[src/rtl/spc_stack.sv]
// Subroutine-PC stack: return-address RAM, pointer, occupancy, flags.
// Ports: clk, reset (async, active-low), state_fetch, spcw, spcnt,
//   spush, swp, srp, spcclr in; spco, spcptr, spcdepth, spc_empty,
//   spc_full, spc_ovf, spc_unf out.
// Optional macro SPC_OVF_TRAP_EN: block push-when-full and
//   pop-when-empty and raise sticky spc_ovf / spc_unf.
module spc_stack #(
  parameter int DATA_WIDTH = 19,
  parameter int ADDR_WIDTH = 5
) (
  input  logic                  clk,
  input  logic                  reset,
  input  logic                  state_fetch,
  input  logic [DATA_WIDTH-1:0] spcw,
  input  logic                  spcnt,
  input  logic                  spush,
  input  logic                  swp,
  input  logic                  srp,
  input  logic                  spcclr,
  output logic [DATA_WIDTH-1:0] spco,
  output logic [ADDR_WIDTH-1:0] spcptr,
  output logic [ADDR_WIDTH:0]   spcdepth,
  output logic                  spc_empty,
  output logic                  spc_full,
  output logic                  spc_ovf,
  output logic                  spc_unf
);

  localparam int DEPTH = 2 ** ADDR_WIDTH;
  localparam logic [ADDR_WIDTH:0] DEPTH_V =
    (ADDR_WIDTH + 1)'(DEPTH);
  localparam logic [ADDR_WIDTH-1:0] ONE_A =
    ADDR_WIDTH'(1);
  localparam logic [ADDR_WIDTH:0] ONE_D =
    (ADDR_WIDTH + 1)'(1);

  logic [DATA_WIDTH-1:0] mem [DEPTH];

  logic                  mv;
  logic                  push_mv;
  logic                  pop_mv;
  logic                  we;
  logic [ADDR_WIDTH-1:0] spcadr;
  logic [ADDR_WIDTH-1:0] ptr_nxt;
  logic [ADDR_WIDTH:0]   depth_nxt;
  logic [DATA_WIDTH-1:0] spco_nxt;

  assign spc_empty = (spcdepth == '0);
  assign spc_full  = (spcdepth == DEPTH_V);

  // Clear outranks any move, so a move never coexists with clear.
  assign mv = state_fetch && spcnt && !spcclr;

  // A push writes the slot above top; anything else replaces top.
  assign spcadr = (spcnt && spush) ? spcptr + ONE_A : spcptr;

`ifdef SPC_OVF_TRAP_EN
  logic ovf_hit;
  logic unf_hit;
  logic ovf_q;
  logic unf_q;

  assign ovf_hit = mv && spush && spc_full;
  assign unf_hit = mv && !spush && spc_empty;
  assign push_mv = mv && spush && !spc_full;
  assign pop_mv  = mv && !spush && !spc_empty;
  assign we      = swp && !spcclr && !ovf_hit;

  always_ff @(posedge clk or negedge reset) begin
    if (!reset) begin
      ovf_q <= 1'b0;
      unf_q <= 1'b0;
    end else if (spcclr) begin
      ovf_q <= 1'b0;
      unf_q <= 1'b0;
    end else begin
      ovf_q <= ovf_q | ovf_hit;
      unf_q <= unf_q | unf_hit;
    end
  end

  assign spc_ovf = ovf_q;
  assign spc_unf = unf_q;
`else
  assign push_mv = mv && spush;
  assign pop_mv  = mv && !spush;
  assign we      = swp && !spcclr;
  assign spc_ovf = 1'b0;
  assign spc_unf = 1'b0;
`endif

  // Pointer wraps modulo DEPTH; occupancy saturates at 0 / DEPTH.
  always_comb begin
    ptr_nxt   = spcptr;
    depth_nxt = spcdepth;
    unique case (1'b1)
      spcclr: begin
        ptr_nxt   = '0;
        depth_nxt = '0;
      end
      push_mv: begin
        ptr_nxt = spcptr + ONE_A;
        if (!spc_full) depth_nxt = spcdepth + ONE_D;
      end
      pop_mv: begin
        ptr_nxt = spcptr - ONE_A;
        if (!spc_empty) depth_nxt = spcdepth - ONE_D;
      end
      default: ;
    endcase
  end

  // Top-of-stack reads the post-update slot, forwarding this
  // cycle's write when it lands on that slot.
  always_comb begin
    spco_nxt = spco;
    if (spcclr) begin
      spco_nxt = '0;
    end else if (srp) begin
      if (we && (spcadr == ptr_nxt)) spco_nxt = spcw;
      else spco_nxt = mem[ptr_nxt];
    end
  end

  always_ff @(posedge clk) begin
    if (we) mem[spcadr] <= spcw;
  end

  always_ff @(posedge clk or negedge reset) begin
    if (!reset) begin
      spco     <= '0;
      spcptr   <= '0;
      spcdepth <= '0;
    end else begin
      spco     <= spco_nxt;
      spcptr   <= ptr_nxt;
      spcdepth <= depth_nxt;
    end
  end

endmodule

[config.mk]
export PLATFORM = sky130hd
export DESIGN_NAME = spc_stack
export DESIGN_NICKNAME = d
export VERILOG_FILES = /design/src/rtl/spc_stack.sv
export SDC_FILE = /design/constraint.sdc
export NUM_CORES = 1
export LEC_CHECK = 0
export BUFFER_PORTS_ARGS = -buffer_cell sky130_fd_sc_hd__buf_4
export CORE_MARGIN = 2
export CORE_UTILIZATION = 60
export DETAILED_ROUTE_END_ITERATION = 10
export PLACE_DENSITY = 0.77
export SYNTH_ARGS = -nofsm -noshare
export SYNTH_HDL_FRONTEND = slang
export SYNTH_SLANG_ARGS = --single-unit
[constraint.sdc]
create_clock -name clk -period 3.2 [get_ports clk]
set_input_delay 0.64 -clock clk [delete_from_list [all_inputs] [get_ports clk]]
set_output_delay 0.64 -clock clk [all_outputs]
set_load 0.03 [all_outputs]
# ---- Word level (Yosys, flattened, before mapping)
# Memories as Yosys holds them, arrays and structs flattened.
# Index checks and enable logic that the tools add are counted.
dict set report word_totals {
  in_bits 27
  mem_count 1
  reg_bits 30
  elab_cells 35
  out_inout_bits 34
  ram_bits 608
}
# name depth word_bits rd rd_ports_with_merged_regs write_ports line_no
set mem_list {}
lappend mem_list {mem 32 19 1 0 1 37} ;# logic [DATA_WIDTH-1:0] mem [DEPTH];
dict set report op_classes {
  add_sub_neg 4
  n_eq_ne 4
  muxes 10
  reduce_logical 13
}
# cell n
set op_table {}
lappend op_table {{two-way mux 19 bit} 3}
lappend op_table {{one-hot mux 6 bit (3 select lines)} 1}
lappend op_table {{one-hot mux 5 bit (3 select lines)} 1}
lappend op_table {{two-way mux 6 bit} 2}
lappend op_table {{logical AND 1 bit} 7}
lappend op_table {{adder 6 x 1 -> 6 bit, second input constant} 1}
lappend op_table {{equality test 6 bit, second input constant} 1}
lappend op_table {{logical NOT 6 bit} 1}
lappend op_table {{subtractor 6 x 1 -> 6 bit, second input constant} 1}
lappend op_table {{adder 5 x 1 -> 5 bit, second input constant} 1}
lappend op_table {{equality test 5 bit} 1}
lappend op_table {{two-way mux 5 bit} 1}
lappend op_table {{subtractor 5 x 1 -> 5 bit, second input constant} 1}
lappend op_table {{!= test 2 bit, second input constant} 2}
lappend op_table {{AND reduction 3 bit} 1}
lappend op_table {{nonzero test 3 bit} 1}
lappend op_table {{logical NOT 1 bit} 2}
lappend op_table {{two-way mux 1 bit} 2}
lappend op_table {{nonzero test 2 bit} 1}

# ---- Logic depth before layout (Yosys ltp)
# Gate-level depths: netlist (run 1).
dict set report depth {
  ltp_word 9
  mapped_depth 15
  mapped_depth_nobuf 10
}

# ---- Worst setup path before layout (run 1)
# OpenSTA, ideal clock, no wires.
dict set report synth_timing {
  path_type {in2reg}
  from {in spcclr}
  to {reg spcdepth[5]}
  path_stages 11
  slack_ns 0.111
  required_time_ns 3.122
  setup_ns 0.078
  t_arrival_ns 3.011
  n_path_buf 2
  cell_sequence {clkbuf_1 -> buf_1 -> nor3_1 -> ha_1 -> a21o_1 -> a21oi_1 -> o21bai_1 -> a21oi_1 -> xor2_1 -> or3_1 -> a21oi_1}
}
dict set report synth_between {
  elab_chain_len 5
  word_cells_on_any_way 9
}
# item line_no
set synth_lines {}
lappend synth_lines {{start, declared} 19} ;# input logic spcclr,
lappend synth_lines {{logical NOT 1 bit} 52} ;# assign mv = state_fetch && spcnt && !spcclr;
lappend synth_lines {{logical AND 1 bit} 52}
lappend synth_lines {{logical AND 1 bit, on equally long branches} {85, 86}}
lappend synth_lines {{!= test 2 bit (no source line) or nonzero test 3 bit (tied branches)} -}
lappend synth_lines {{AND reduction 3 bit (no source line)} -}
lappend synth_lines {{end signal, assigned} 137} ;# spcdepth <= depth_nxt;
lappend synth_lines {{end, declared} 22} ;# output logic [ADDR_WIDTH:0] spcdepth,
# Parallel ways exist; a longest one is shown, timed or not.
# A chain may end at the register's enable or synchronous reset.

# ---- Worst setup path after layout (run 1)
dict set report layout_timing {
  from {reg spcptr[1]}
  to {reg spco[7]}
}
dict set report layout_between {
  elab_chain_len 7
  word_cells_on_any_way 10
}
# item line_no
set layout_lines {}
lappend layout_lines {{start, declared} 21} ;# output logic [ADDR_WIDTH-1:0] spcptr,
lappend layout_lines {{start signal, assigned} 136} ;# spcptr <= ptr_nxt;
lappend layout_lines {{branches (longest 4 deep; another with memory (32 x 19 bit))} -}
lappend layout_lines {{two-way mux 19 bit *} 120} ;# if (we && (spcadr == ptr_nxt)) spco_nxt = spcw;
lappend layout_lines {{two-way mux 19 bit *} 119} ;# end else if (srp) begin
lappend layout_lines {{two-way mux 19 bit *} 117} ;# if (spcclr) begin
lappend layout_lines {{end signal, assigned} 135} ;# spco <= spco_nxt;
lappend layout_lines {{end, declared} 20} ;# output logic [DATA_WIDTH-1:0] spco,
# Every way passes the cells marked *. The select of a mux whose other input is x is not followed.

==> run metrics, run 1 <==
status=finished, final reports clean; Detailed Place HPWL=39410 um; Yosys top cell area share=71.08%; Ys Warns=0; Post-synth top cells=edfxtp_1, nand2_1, mux2i_1, a21oi_1, nand3_1; clock buffer count from CTS=58; Avg Inst Size Synth=15.61 um^2; Antenna diodes=0; number of global-route vias before repair=15320; Critical Path Start Type=flip-flop; Worst Tran Pin Value=619.7 ps; Reg clk slew, reported paths=60 ps; post-route insts no fill=2381; crit-path max FO=10; Filler cells=2532; count of unique library cells instantiated by Yosys=75; antenna violations before repair=0; M1 GR Usage=40.23%; slowest stage cell, crit path=a222oi_1; Core Area=0.04213 mm^2; clock skew=13.87 ps; DR vias/cell=6.671; GRT busiest layer=met2; Worst path max stage delay=460 ps; register area share after synthesis=74.00%; die footprint=0.04448 mm^2; number of flops mapped to enable cells by yosys=608; final WL=65950 um; Post-DRT Antenna Nets=0; min-delay worst type=primary input to flip-flop; Remaining Overflow, GRT=0; die width=210.9 um; H-Tree Depth=2; most used cell, CP=buf_4; Syn Std Cell Area=0.02569 mm^2; Sum Neg Setup Slack=0 ps; PortBufs=58; largest net degree at the start of global routing=68; RSZ-0062 raised after global routing=true; layout cell share with drive strength beyond 1=19.92%; Syn Inst Count=1646; Leak Pwr=0.009944 uW; relative slew slack=58.39%; Avg WL per Cell=27.70 um; 1st-iter DRT viols=1891; Slew Limit Fails=0; Net count, final=1829; I/O pins=61; CTS Buffer Depth=3; Worst EP arrival=3620 ps; post-synthesis register bit count=638; Max Freq=321.0 MHz; area delta synth->final=15.82%; Initial Utilization=60.97%; post-synth top area cell=edfxtp_1; Main synth FF type=edfxtp_1; GRT Overall Usage=29.92%; TritonRoute pass-1 iters=5; Placer Congestion=0.8950; met2 usage=47.96%; Area contributors post-synth=edfxtp_1, mux2i_1, dfrtp_1; placement-stage cell area=0.02766 mm^2; period utilization=97.36%; required time worst endpoint=3700 ps; CTS tree=built; ys async rst share=4.702%; first-pass GRT wire length=96570 um; Final Hold Viols=0; final setup vio count=0; Cell Rows=75; maxcap violations=0; vias=15880; CP Capture Type=flip-flop; DRC viols=0; finished layout cell area=0.02975 mm^2; CTS root buf=clkbuf_16; placed cells=2267; cell-by-cell listing of the critical path=inv_1 -> ha_1 -> xnor2_2 -> a22oi_2 -> buf_4 -> nor3_4 -> buf_12 -> buf_4 -> buf_4 -> a222oi_1 -> nor2_1 -> nor3_1 -> o41ai_1; WS Path Type=flip-flop to flip-flop; grt met3 use=7.047%; clock latency on the worst-skew pair=620 ps; Die Span Y=210.9 um; CTS Sinks=638; most common cell in the netlist=edfxtp_1; Max VDD drop=0.4929 mV; power per cell area=593.3 mW/mm^2; minimum clock period=3115 ps
-- cell usage in the layout, fill, tap and decap left out, types with 7 or more instances in the layout --
cell type and count:
a221oi_1 26, o21ai_0 39, clkbuf_8 8, clkbuf_16 63, mux2_2 10, dfrtp_1 30, mux4_2 18, nand2_1 196
nor2_2 34, mux2i_1 150, o211ai_1 16, nand3_1 63, a32oi_1 27, clkbuf_1 17, clkinv_1 10, o22ai_1 21
o21ai_1 14, nor2_1 23, edfxtp_1 608, and3_1 9, a211oi_1 7, a221o_1 15, a22oi_1 9, a21oi_1 91
buf_4 165, a22o_1 10, buf_12 25
-- final timing paths --
kind,start,end,slack (ps),depth (start not counted)
max in group asynchronous,reset,spco[18],2310,2
max reg2reg,spcptr[1],spco[7],80,13
min,spcw[17],mem[29][17],440,1
min in group asynchronous,reset,spcptr[1],520,2
max,spcptr[1],spco[7],80,13
min reg2reg,spco[11],spco[11],520,1
-- area by class of cell --
| cell class | count | area, um^2 | area share [%] |
|---|---|---|---|
| inverter | 8 | 47.55 | 0.1598 |
| tap | 539 | 674.4 | 2.267 |
| timing repair buffer | 195 | 1814 | 6.098 |
| sequential | 638 | 19010 | 63.89 |
| multi-input combinational | 894 | 6295 | 21.16 |
| clock buffer | 88 | 1750 | 5.884 |
| clock inverter | 19 | 161.4 | 0.5425 |
-- where the power goes --
group / internal (uW) / total [uW] / leakage [uW] / switching (uW)
Clock: 3990 / 6870 / 0.000934 / 2890
Sequential: 9210 / 9260 / 0.00587 / 54.4
Combinational: 533 / 1510 / 0.00314 / 978
Total: 13700 / 17700 / 0.00994 / 3920
-- registers in the layout, summed over array words and instances (netlist names) --
signal	count
mem	608
spco	19
spcdepth	6
spcptr	5
-- critical path: cells and delay by family, from the launching register on --
family          cells  cell delay (ps)
compound gates      3              850
buf+inv             5              820
simple gates        3              490
flops               1              380
fa+ha+maj           1              280
xor+xnor            1              160
-- timing repair --
| item | CTS | global route |
|---|---|---|
| buffers inserted | 5 | 1 |
| endpoints found under the setup margin | 10 | 15 |
| pin swaps | 2 | 2 |
| gates cloned | 0 | 0 |
| hold buffers | 1 | 0 |
| endpoints found under the hold margin | 30 | 0 |
| resized for setup | 8 | 12 |
-- routing by layer --
layer  up-vias  routed length [um]
met3       179                7219
li1       6765                   -
met4         0                2693
met2      1067               31380
met1      7872               24670
met5         -                   0
-- per-stage QoR --
step | utilization [%] | hold slack, ps | power [uW] | setup slack [ps]
6_report | 70.61 | 440.1 | 17650 | 84.54
2_1_floorplan | - | 344.4 | 10220 | 110.7
3_3_place_gp | 65.65 | 507.1 | 10840 | -164.4
5_1_grt | 70.61 | 440.6 | 18110 | -83.06
4_1_cts | 70.45 | 417.3 | 17670 | 2.084
3_5_place_dp | 65.65 | 506.7 | 10880 | -244.4
-- kinds of logic (layout without fill, tap and decap cells) --
group           Yosys count  count (layout)  synth area share (%)
compound gates          331             331                 8.875
flops                   638             638                 74.00
buf+inv                 115             310                 2.192
other cells               1               2               0.01460
simple gates            364             364                 6.235
mux                     180             180                 7.974
fa+ha+maj                 7               7                0.3702
xor+xnor                 10              10                0.3409
No activity file was read; power rests on OpenSTA's default activity.
==> run 2, diff against run 1 <==
--- a/config.mk
+++ b/config.mk
@@ -7,9 +7,9 @@
 export LEC_CHECK = 0
 export BUFFER_PORTS_ARGS = -buffer_cell sky130_fd_sc_hd__buf_4
 export CORE_MARGIN = 2
-export CORE_UTILIZATION = 60
+export CORE_UTILIZATION = 45
 export DETAILED_ROUTE_END_ITERATION = 10
-export PLACE_DENSITY = 0.77
+export REMOVE_ABC_BUFFERS = 1
 export SYNTH_ARGS = -nofsm -noshare
 export SYNTH_HDL_FRONTEND = slang
 export SYNTH_SLANG_ARGS = --single-unit
==> run 2 against run 1 <==
Worst hold slack got worse by 410 ps. Design area increased by 1.8%. Clock-buffer cell count rose by 2. Via count fell by 4.3%. Critical endpoint is now spco[13]. Largest cell class unchanged.
==> run metrics, run 2 (same netlist as run 1, synthesis figures left out) <==
status=finished, final reports clean; Critical Path Sink=spco[13]; Clock power frac=40.9% (+2.0 points); R2R depth=12 (-1); Final Hold Viols=0 (unchanged); GRT Overall Usage=22.64% (-7.3 points); required time worst endpoint=3720 ps (+20 ps); final worst slack=24.29 ps (-60.26 ps); crit-path max FO=18 (+8); Remaining Overflow, GRT=0 (unchanged); Top reg by flops=mem; period utilization=99.24% (+1.9 points); Worst Tran Pin Value=888.1 ps (+268.5 ps); area delta synth->final=17.88%; Regs by FF count=mem x608, spco x19, spcdepth x6; first-pass GRT wire length=98000 um (+1.5%); Max VDD drop=0.4521 mV (-8.3%); Slew Limit Fails=0 (unchanged); clock skew=20.37 ps (+6.500 ps); Placer Congestion=0.8596 (-4.0%); clock latency on the worst-skew pair=600 ps (-20 ps); flop-to-flop setup slack=20 ps (-60 ps); relative slew slack=40.73% (-18 points); min-delay worst type=primary input to asynchronous set/reset pin; Die Span Y=242.9 um (+15%); CP Capture Type=flip-flop; antenna violations before repair=0 (unchanged); worst slack at placement=-238.6 ps (+5.756 ps); Critical Path Start Type=flip-flop; CTS root buf=clkbuf_16; grt met3 use=3.969% (-3.1 points); number of global-route vias before repair=14780 (-3.5%); maxcap violations=0 (unchanged); Filler cells=4604 (+82%); DRC viols=0 (unchanged); power per cell area=601.8 mW/mm^2 (+1.4%); largest net degree at the start of global routing=68 (unchanged); Net count, final=1832 (+0.16%); final WL=66830 um (+1.3%); CTS Sinks=638 (unchanged); WS Path Type=flip-flop to flip-flop; Avg WL per Cell=25.69 um (-7.3%); die footprint=0.05901 mm^2 (+33%); CTS tree=built; CTS Buffer Depth=3 (unchanged); worst r2r src=spcptr[0]; minimum clock period=3176 ps (+60.26 ps); vias=15210 (-4.3%); Sw Share=22.43% (+0.23 points); Setup crit start=spcptr[0]; RSZ-0062 raised after global routing=true; Reg clk slew, reported paths=60 ps (about the same); Max Freq=314.9 MHz (-1.9%); Sequential Power Share=50.9% (-1.6 points); I/O pins=61 (unchanged); Worst EP arrival=3690 ps (+70 ps); utilization after layout=53.70% (-17 points); 1st-iter DRT viols=1371 (-27%); die width=242.9 um (+15%); final setup vio count=0 (unchanged); Post-DRT Antenna Nets=0 (unchanged); Detailed Place HPWL=39530 um (+0.32%); clock buffer count from CTS=67 (+16%); GRT busiest layer=met2; Core Area=0.05639 mm^2 (+34%); reg2reg end=spco[13]; TritonRoute pass-1 iters=5 (unchanged); H-Tree Depth=3 (+1); max reg flops=608 (unchanged); internal power=14140 uW (+2.9%); Initial Utilization=45.56% (-15 points); combinational share of power=8.3% (-0.3 points); layout cell share with drive strength beyond 1=19.93% (about the same); PortBufs=58 (unchanged); commonest non-fill, non-tap cell in the layout=edfxtp_1; most frequent cells in the layout=edfxtp_1, nand2_1, buf_4; Leak Pwr=0.01004 uW (+1.0%); DR vias/cell=5.844 (-12%); M1 GR Usage=30.93% (-9.3 points); Cell Rows=87 (+16%); cts-stage hold buffer count=0 (-1); Net Sw Power=4087 uW (+4.3%); Antenna diodes=0 (unchanged); met2 usage=37.26% (-11 points)
[run 2: changes by cell type in the layout (fill, tap and decap cells not counted), sizes merged]
cell / delta
clkinv: +7
buf: -5
clkbuf: +2
inv: +2
clkinvlp: -1
dlygate4sd3: -1
[run 2: worst min-delay path by stage]
stage	startpoint	slack [ps]	to
finish	reset	30	spco[2]
global placement	spco[7]	540	spco[7]
global route	reset	50	spco[2]
floorplan	reset	340	spcdepth[0]
detailed placement	spco[7]	550	spco[7]
CTS	reset	30	spco[2]
[run 2: layout make-up]
type,count,area [um^2],area share [%]
Sequential cell,638,19010,62.78
Multi-Input combinational cell,894,6292,20.78
Clock buffer,90,1898,6.269
Timing Repair Buffer,189,1886,6.227
Tap cell,756,945.9,3.124
Clock inverter,27,201.4,0.6653
Inverter,8,47.55,0.1570
[run 2: power groups by stage]
stage / logic [uW] / registers (uW) / clock network, uW
global placement: 1470 / 9440 / 0
CTS: 1490 / 9270 / 7560
finish: 1500 / 9270 / 7450
detailed placement: 1480 / 9440 / 0
floorplan: 707 / 9490 / 0
global route: 1600 / 9270 / 7890
[run 2: timing repair]
action | in CTS | in global routing
gates resized for setup | 3 | 7
endpoints found under the setup margin | 6 | 9
setup buffers | 1 | 0
pin swaps | 1 | 0
[run 2: stage by stage]
step                std cells  area, um^2  setup TNS [ps]  hold slack (ps)  power (uW)
finish                   2602       30280               0            34.46       18220
global route             2602       30280          -50.84            45.20       18750
CTS                      2602       30230               0            26.43       18320
detailed placement       2484       28110          -525.6            547.2       10930
global placement         2484       28110          -450.6            538.0       10910
floorplan                1540       25160         -143870            344.4       10190
[run 2: routing by layer]
metal  vias to the layer above  routed length (um)  share of wire (%)
met4                         0                1457                2.2
met1                      7798               27830                 42
li1                       6769                   -                  -
met3                        92                4552                6.8
met2                       546               32990                 49
met5                         -                   0                  0
[run 2: critical path, stage by stage (launching register included)]
cell	delay, ps
dfrtp_1	360
clkinv_1	100
ha_1	380
xnor2_2	170
a22oi_2	180
buf_4	180
clkinv_8	150
buf_4	260
mux2i_1	140
a32oi_1	160
o21ai_1	150
a221oi_1	630
a22o_1	220
